File: config.mk
export PLATFORM = sky130hd
export DESIGN_NAME = cpu_display_scan
export DESIGN_NICKNAME = d
export VERILOG_FILES = /design/src/rtl/cpu_display_scan.sv
export SDC_FILE = /design/constraint.sdc
export NUM_CORES = 1
export LEC_CHECK = 0
export CORE_AREA = 2 2 86 88
export DETAILED_ROUTE_END_ITERATION = 10
export DIE_AREA = 0 0 88 90
export PLACE_DENSITY = 0.8
export SLEW_MARGIN = 20
export SYNTH_ARGS = -nofsm -noshare
export SYNTH_HDL_FRONTEND = slang
export SYNTH_SLANG_ARGS = --single-unit
export TNS_END_PERCENT = 5
File: constraint.sdc
create_clock -name clk -period 6.8 [get_ports clk]
set_input_delay 0.68 -clock clk [delete_from_list [all_inputs] [get_ports clk]]
set_output_delay 0.68 -clock clk [all_outputs]
set_load 0.005 [all_outputs]
File: src/rtl/cpu_display_scan.sv
// cpu_display_scan: 8-digit multiplexed 7-segment scanner for the CPU status outputs.
// Takes a tear-free 32-bit snapshot of display/cycle_count once per scan frame and shows it
// as hex. It only observes the CPU and never pushes back into it. After the CPU halts, the
// snapshot is frozen and the whole panel blinks.
// Optional build macro: CPU_DISP_LZ_BLANK_EN. When it is defined, leading zero nibbles are dark.
module cpu_display_scan #(
  parameter int DIV_WIDTH    = 17,
  parameter int BLINK_FRAMES = 64
) (
  input  logic        clk,
  input  logic        clr,
  input  logic [31:0] display,
  input  logic [31:0] cycle_count,
  input  logic        halt,
  input  logic        sel_cycle,
  output logic [7:0]  an,
  output logic [7:0]  seg,
  output logic        frame_tick
);

  localparam int BCW = (BLINK_FRAMES > 1) ? $clog2(BLINK_FRAMES) : 1;
  localparam logic [BCW-1:0] BLINK_LAST = BCW'(BLINK_FRAMES - 1);

  // Hex nibble to active-low {dp,g,f,e,d,c,b,a}; dp stays dark.
  function automatic logic [7:0] hex_to_seg(input logic [3:0] nib);
    logic [7:0] s;
    case (nib)
      4'h0: s = 8'hC0;
      4'h1: s = 8'hF9;
      4'h2: s = 8'hA4;
      4'h3: s = 8'hB0;
      4'h4: s = 8'h99;
      4'h5: s = 8'h92;
      4'h6: s = 8'h82;
      4'h7: s = 8'hF8;
      4'h8: s = 8'h80;
      4'h9: s = 8'h90;
      4'hA: s = 8'h88;
      4'hB: s = 8'h83;
      4'hC: s = 8'hC6;
      4'hD: s = 8'hA1;
      4'hE: s = 8'h86;
      default: s = 8'h8E;
    endcase
    return s;
  endfunction

  logic [DIV_WIDTH-1:0] div_q, div_d;
  logic [2:0]           digit_q, digit_d;
  logic [31:0]          shown_q, shown_d;
  logic                 halt_seen_q, halt_seen_d;
  logic [BCW-1:0]       blink_cnt_q, blink_cnt_d;
  logic                 blank_q, blank_d;
  logic [7:0]           an_q, an_d;
  logic [7:0]           seg_q, seg_d;
  logic                 frame_tick_q, frame_tick_d;

  logic       tick;
  logic       boundary;
  logic       capture;
  logic [3:0] nibble;
  logic       lz_dark;
  logic       dark;

  // Scan timing, frame capture, halt tracking and the blink phase.
  always_comb begin
    // NOTE: every signal gets a value before any branch, so no path leaves one unassigned
    // and no latch can be inferred.
    div_d        = div_q + 1'b1;
    digit_d      = digit_q;
    shown_d      = shown_q;
    halt_seen_d  = halt_seen_q | halt;
    blink_cnt_d  = blink_cnt_q;
    blank_d      = blank_q;
    frame_tick_d = 1'b0;

    tick     = (div_q == {DIV_WIDTH{1'b1}});
    boundary = tick && (digit_q == 3'd7);
    // A halt that arrives on the boundary cycle already blocks that boundary's capture.
    capture  = boundary && !halt_seen_q && !halt;

    if (tick) begin
      digit_d = digit_q + 3'd1;
    end

    if (capture) begin
      shown_d      = sel_cycle ? cycle_count : display;
      frame_tick_d = 1'b1;
    end

    // Only boundaries that occur after the halt has been registered advance the blink phase.
    if (boundary && halt_seen_q) begin
      if (blink_cnt_q == BLINK_LAST) begin
        blink_cnt_d = '0;
        blank_d     = ~blank_q;
      end else begin
        blink_cnt_d = blink_cnt_q + 1'b1;
      end
    end
  end

  // Next an/seg values for the digit currently being scanned.
  always_comb begin
    nibble = shown_q[{digit_q, 2'b00} +: 4];
`ifdef CPU_DISP_LZ_BLANK_EN
    // Digit i is dark when every nibble from i upward is zero. Digit 0 is never dark from this rule.
    lz_dark = (digit_q != 3'd0) && ((shown_q >> {digit_q, 2'b00}) == 32'd0);
`else
    lz_dark = 1'b0;
`endif
    dark = blank_q | lz_dark;
    if (dark) begin
      an_d  = 8'hFF;
      seg_d = 8'hFF;
    end else begin
      an_d  = ~(8'b1 << digit_q);
      seg_d = hex_to_seg(nibble);
    end
  end

  // State register. clr clears everything at once, even in the middle of a frame.
  always_ff @(posedge clk or posedge clr) begin
    if (clr) begin
      div_q        <= '0;
      digit_q      <= '0;
      shown_q      <= '0;
      halt_seen_q  <= 1'b0;
      blink_cnt_q  <= '0;
      blank_q      <= 1'b0;
      an_q         <= 8'hFF;
      seg_q        <= 8'hFF;
      frame_tick_q <= 1'b0;
    end else begin
      // NOTE: state flops use non-blocking assignments so that every flop samples the
      // pre-edge values, whatever order the statements are written in.
      div_q        <= div_d;
      digit_q      <= digit_d;
      shown_q      <= shown_d;
      halt_seen_q  <= halt_seen_d;
      blink_cnt_q  <= blink_cnt_d;
      blank_q      <= blank_d;
      an_q         <= an_d;
      seg_q        <= seg_d;
      frame_tick_q <= frame_tick_d;
    end
  end

  assign an         = an_q;
  assign seg        = seg_q;
  assign frame_tick = frame_tick_q;

endmodule

==> results.txt <==
Fmax: 364.6 MHz
Mean Syn Cell Area: 11.41 µm²
Reg2Reg Depth: 10
R2r startpoint: div_q[0]$_DFF_PP0_
Min Tclk post-route: 2.743 ns
Static Leakage: 2.171 nW
Global Route met2 Usage: 31.76%
CP startpoint kind: register
Peak VDD IR: 0.0001097 V
TritonCTS clock tree: done
Clock Tree Buf Depth: 2
Register area: 0.001921 mm²
H-Tree Level Count: 3
Die area: 0.007920 mm²
Root Driver: clkbuf_8
Asr flop ratio synth: 100.0%
Clock Sinks: 76
Die H: 90 µm
Max-Cap Viols: 0
DRC: 0
Row count: 31
Boundary Pins: 85
Final Skew: 0.007657 ns
Worst Hold Path Cells: 1
Cell family with the largest share of critical-path delay: simple AND/OR/NAND/NOR gates
Critical path peak fanout: 40
Initial Util: 52.97%
PwrDens: 210.1 mW/mm²
Register area share after synthesis: 51.65%
Vias per inst: 5.220
Top FF cell, synth: dfrtp_1
Initial antenna violation count: 0
Synth cell types: 40
Fin util: 69.36%
Final GP Congestion: 0.7808
Status: complete, no violations
Drt first pass iters: 4
Wire per inst: 14.15 µm
Initial DRC Count: 122
Max_slew headroom: 39.09%
Ratio of cells with drive above 1 in the final layout: 11.49%
Unrepaired setup endpoints after global routing: false
Num CTS Buffers: 9
# diodes: 0
IO buf count: 83
Cell area after synthesis: 0.003719 mm²
Measured slew at the worst slew-check pin: 0.9137 ns
Largest net degree at the start of global routing: 77
Fill cells: 529
Fin Setup TNS: 0 ns
Grt total ovfl: 0
Vias in the first global route: 2563
Crit-path max cell delay: 0.51 ns
GRT Max-Usage Layer: met2
ANT nets after route: 0
Cells after Synth: 326
PostCTS Resize Cnt: 0
Crit. End Element: register
Final WL: 7186 µm
Total power: 1.023 mW
Data required time of the critical path: 7.06 ns
Post-CTS setup buffers: 0
Arr. time, crit path: 3.00 ns
Die X: 88 µm
Hold Slack: 0.4786 ns
Grt met3 use: 3.857%
Worst R2R Setup Slack: 4.06 ns
CP Buf/Inv Count: 1
First-pass GRT wire length: 11830 µm
Fin. max-slew vios: 0
Total GRT Usage: 19.26%
Worst-path clk slew: 0.08 ns
Post-CTS Hold Fix Bufs: 0
Synth warn: 0
Worst Hold Class: register to register
Setup violators final: 0
Dpl hpwl: 4981 µm
Period Utilization, post-route: 40.34%
Placed cell count: 491
WS Path Type: register to register
Area of the multi-input gates: 0.001677 mm²
Finished Cell Area: 0.004870 mm²
GRT met1 Usage: 24.28%
Synthesis-stage register bit count: 76
Crit-path cells: ha_1 -> nand2_1 -> nor2_1 -> and4_1 -> ha_1 -> nand2_1 -> nor2_4 -> buf_16 -> nor2_1 -> a21oi_1
Hold Crit Endpoint: div_q[11]$_DFF_PP0_
Reg-to-Reg End: shown_q[3]$_DFFE_PP0P_
DR vias: 2652
Core area: 0.007020 mm²
Crit-path slowest cell: nor2_4
Syn_nets: 408
DP Worst Slack: 3.835 ns
Area Growth Syn to Fin: 30.96%
Number of synthesized flops with an enable pin: 0
Finished Layout Cells: 508
Final hold vios: 0
DP Area: 0.004592 mm²
Final net count: 486
HP Start: div_q[11]$_DFF_PP0_
Worst skew pair latency: 0.34 ns
Setup ws final: 4.057 ns
## worst max path at each step
stage	from	end	slack, ns	cells after the start
2_1_floorplan	clr	blank_q$_DFFE_PP0P_	4.21	1
3_3_place_gp	div_q[2]$_DFF_PP0_	shown_q[30]$_DFFE_PP0P_	3.96	8
3_5_place_dp	div_q[0]$_DFF_PP0_	shown_q[29]$_DFFE_PP0P_	3.84	8
4_1_cts	div_q[0]$_DFF_PP0_	shown_q[3]$_DFFE_PP0P_	3.76	8
5_1_grt	div_q[0]$_DFF_PP0_	shown_q[3]$_DFFE_PP0P_	3.76	10
6_report	div_q[0]$_DFF_PP0_	shown_q[3]$_DFFE_PP0P_	4.06	10
## Yosys cell counts, types with 2 or more instances
library cell	n	area [µm²]
nand4_1	4	25.02
xor2_1	6	52.55
clkbuf_1	9	33.78
xnor2_1	14	122.6
mux4_2	4	90.09
and3_1	3	18.77
dfrtp_1	61	1526
mux2i_1	43	430.4
buf_6	2	22.52
nand2_1	14	52.55
nand2b_1	2	12.51
nor2_1	46	172.7
nand3_1	15	75.07
ha_1	14	175.2
a21oi_1	32	160.2
inv_2	3	11.26
buf_2	4	20.02
mux2i_4	3	67.56
mux4_1	2	52.55
inv_1	7	26.28
and4_1	2	17.52
dfstp_2	15	394.1
buf_1	2	7.510
a221o_1	3	30.03
## flip-flops by register name, indices dropped and copies added (netlist names)
name,flops
halt_seen_q,1
blink_cnt_q,6
div_q,17
blank_q,1
frame_tick,1
an,8
shown_q,32
seg,7
digit_q,3
## metal layers
metal / part of all wire (%) / routed length [µm]
met5: 0 / 0
met4: 2.4 / 174
met3: 4.3 / 306
met2: 50 / 3596
met1: 43 / 3110
## logic make-up (layout without fill, tap and decap cells)
kind of cell / after synthesis / in the layout / share of synthesized area [%]
buffers and inverters: 28 / 111 / 3.466
multiplexers: 54 / 54 / 17.83
flip-flops: 76 / 76 / 51.65
other: 1 / 1 / 0.1008
adder cells (fa/ha/maj): 14 / 14 / 4.711
AO/OA/AOI/OAI: 43 / 43 / 6.662
AND/OR/NAND/NOR: 90 / 90 / 10.87
XOR/XNOR: 20 / 20 / 4.711
## power by group
part           switching, mW  internal, mW  total, mW  leakage [nW]
Sequential           0.00849         0.474      0.482         0.936
Combinational         0.0481        0.0711      0.119          1.11
Clock                  0.158         0.264      0.422         0.127
## cells in the final DEF, fill, tap and decap left out, types with 2 or more instances in the layout
cell type | Yosys | layout
bufinv_16 | 0 | 3
nand4_1 | 4 | 4
and4_1 | 2 | 2
xnor2_1 | 14 | 14
xor2_1 | 6 | 6
ha_1 | 14 | 14
nand2_1 | 14 | 14
mux2i_4 | 3 | 3
a221o_1 | 3 | 3
mux4_2 | 4 | 4
mux4_1 | 2 | 2
dfstp_2 | 15 | 15
a21oi_1 | 32 | 32
dfrtp_1 | 61 | 61
inv_2 | 3 | 4
clkdlybuf4s50_1 | 0 | 82
inv_1 | 7 | 6
nor2_1 | 46 | 45
and3_1 | 3 | 3
nand2b_1 | 2 | 2
clkbuf_8 | 0 | 11
nand3_1 | 15 | 15
mux2i_1 | 43 | 43
## final cells by class
cell class / count / share of cell area (%)
flip-flops and latches: 76 / 39.44
multi-input cells: 222 / 34.43
repair buffers: 85 / 17.68
clock buffers: 12 / 3.186
well taps: 99 / 2.544
clock inverters: 4 / 1.953
inverters: 10 / 0.7708
Power figures use the tool's default switching activity.
==> edit (same flow settings) <==
Build with the macro `CPU_DISP_LZ_BLANK_EN` defined.
--- a/src/rtl/cpu_display_scan.sv
+++ b/src/rtl/cpu_display_scan.sv
@@ -3,6 +3,8 @@
 // as hex. It only observes the CPU and never pushes back into it. After the CPU halts, the
 // snapshot is frozen and the whole panel blinks.
 // Optional build macro: CPU_DISP_LZ_BLANK_EN. When it is defined, leading zero nibbles are dark.
+`define CPU_DISP_LZ_BLANK_EN
+
 module cpu_display_scan #(
   parameter int DIV_WIDTH    = 17,
   parameter int BLINK_FRAMES = 64
Check against the original RTL: same outputs for any inputs over 10 cycles, from zero or initial values; that may be too few to reach the edited logic, so the function may still have changed.
==> edit against the original RTL <==
Synthesized area grew 7.6%; clock skew grew 0.0047 ns; sequential cell count is the same; worst setup slack lost 0.70 ns; power grew 1.0%; wire length grew 12%; design area grew 5.1%; global-route usage grew 2.7 points; largest cell class is now multi-input combinational cells; highest routed layer unchanged.
==> edit: results (changes against the original RTL) <==
| Metric | Value |
|---|---|
| Placed insts | `537 (+9.4%)` |
| Post-DP HPWL | `5880 um (+18%)` |
| Post-route clock skew | `0.0123 ns (+0.00469 ns)` |
| Ranking of synthesized cells by area | `dfrtp_1 (38%), dfstp_2 (9.8%), mux2i_1 (9.3%)` |
| Non-filler cells, final | `553 (+8.9%)` |
| Routability Congestion | `0.826 (+5.8%)` |
| DR WL/cell | `14.6 um (+2.9%)` |
| CTS max path bufs | `2 (unchanged)` |
| Mapped Avg Cell Area | `10.7 um2 (-6.2%)` |
| Largest net degree at the start of global routing | `77 (unchanged)` |
| First drt pass iteration count | `4 (unchanged)` |
| Initial antenna violation count | `0 (unchanged)` |
| Worst Path Arrival | `3.71 ns (+0.71 ns)` |
| Worst relative slew slack | `39.4% (+0.33 points)` |
| Ys async rst share | `100% (unchanged)` |
| Skew-Pair Late Insertion Delay | `0.35 ns` |
| CTS clk-pin slew, worst paths | `0.09 ns` |
| ANT cells | `0 (unchanged)` |
| Max reg flops | `32 (unchanged)` |
| Synth cell count leaders | `dfrtp_1 (61), nor2_1 (50), a21oi_1 (37), mux2i_1 (37), nand2_1 (17)` |
| Root Buffer | `clkbuf_8` |
| Global-route wire length before repair | `13,800 um (+17%)` |
| Final #Nets | `532 (+9.5%)` |
| Synthesized Nets | `457 (+12%)` |
| Setup Buffers After CTS | `0 (unchanged)` |
| Critical-path maximum fanout | `24 (-40%)` |
| Hold Path Class | `flop to flop` |
| Initial drt markers | `118 (-3.3%)` |
| Pre-CTS setup slack | `3.38 ns (-0.460 ns)` |
| Synth warn | `0 (unchanged)` |
| Maxcap violations | `0 (unchanged)` |
| Vias per Instance | `5.52 (+5.8%)` |
| VDD IR-drop max | `0.0987 mV (-10%)` |
| Register area share after synthesis | `48.0% (-3.6 points)` |
| Most flop-heavy register | `shown_q` |
| Number of H-tree levels | `3 (unchanged)` |
| CTS Buf Count | `9 (unchanged)` |
| Vias in the first global route | `3,101 (+21%)` |
| Status | `completed` |
| Post-CTS Resized | `0 (unchanged)` |
| Static leakage | `2.25 nW (+3.6%)` |
| Global Route Usage Sum | `22.0% (+2.7 points)` |
| Cell variety after synth | `49 (+23%)` |
| PortBufs | `83 (unchanged)` |
| Share of cells above drive strength 1 | `11.5% (-0.038 points)` |
==> edit: cell type report <==
class / count / area, um2
Tap cell: 99 / 124
Timing Repair Buffer: 85 / 841
Multi-Input combinational cell: 266 / 1940
Fill cell: 509 / 1900
Sequential cell: 76 / 1920
Inverter: 11 / 41.3
Clock buffer: 9 / 124
Clock inverter: 7 / 125
==> edit: worst paths after layout <==
kind	slack, ns	endpoint	from	depth (start not counted)
max	3.36	seg[1]$_DFF_PP1_	digit_q[0]$_DFFE_PP0N_	8
min in group asynchronous	0.91	div_q[8]$_DFF_PP0_	clr	3
min reg2reg	0.47	div_q[15]$_DFF_PP0_	div_q[15]$_DFF_PP0_	1
min	0.47	div_q[15]$_DFF_PP0_	div_q[15]$_DFF_PP0_	1
max in group asynchronous	5.28	shown_q[10]$_DFFE_PP0P_	clr	3
max reg2reg	3.36	seg[1]$_DFF_PP1_	digit_q[0]$_DFFE_PP0N_	8
==> edit: layer usage <==
layer | vias to the layer above | track usage, % | routed length, um | share of wire (%)
met1 | 1468 | 28.5 | 3510 | 44
met2 | 94 | 35.4 | 4000 | 50
met5 | - | 0 | 0 | 0
met4 | 0 | 9.74 | 152 | 1.9
li1 | 1479 | - | - | -
met3 | 14 | 4.22 | 384 | 4.8
==> edit: power by group <==
part	internal (mW)	switching [mW]
Combinational	0.0749	0.0535
Sequential	0.474	0.0150
Clock	0.246	0.170
==> edit: worst max-delay path: stages, from the launching register on <==
cell       delay (ns)
dfrtp_1          0.93
mux4_1           0.67
mux2i_1          0.49
ha_1             0.27
inv_1            0.06
a21o_1           0.17
a2111oi_4        0.38
nor2_2           0.16
o221ai_1         0.22
==> edit: kinds of logic (layout without fill, tap and decap cells) <==
family          count (synthesis)  in the layout  share of synthesized area (%)
buf+inv                        32            112                           3.69
flops                          76             76                           48.0
compound gates                 71             71                           11.1
xor+xnor                       20             20                           4.38
fa+ha+maj                      15             15                           4.69
simple gates                  111            111                           12.7
mux                            48             48                           15.4
other cells                     1              1                         0.0937
==> edit: through the flow <==
stage | power, mW | hold WS, ns | area, um2 | util, %
after floorplan | 0.560 | 0.434 | 4000 | -
after global placement | 0.621 | 0.455 | 4870 | 69.3
after detailed placement | 0.626 | 0.459 | 4870 | 69.3
after CTS | 1.04 | 0.476 | 5120 | 72.9
after global routing | 1.07 | 0.489 | 5120 | 72.9
final | 1.03 | 0.474 | 5120 | 72.9
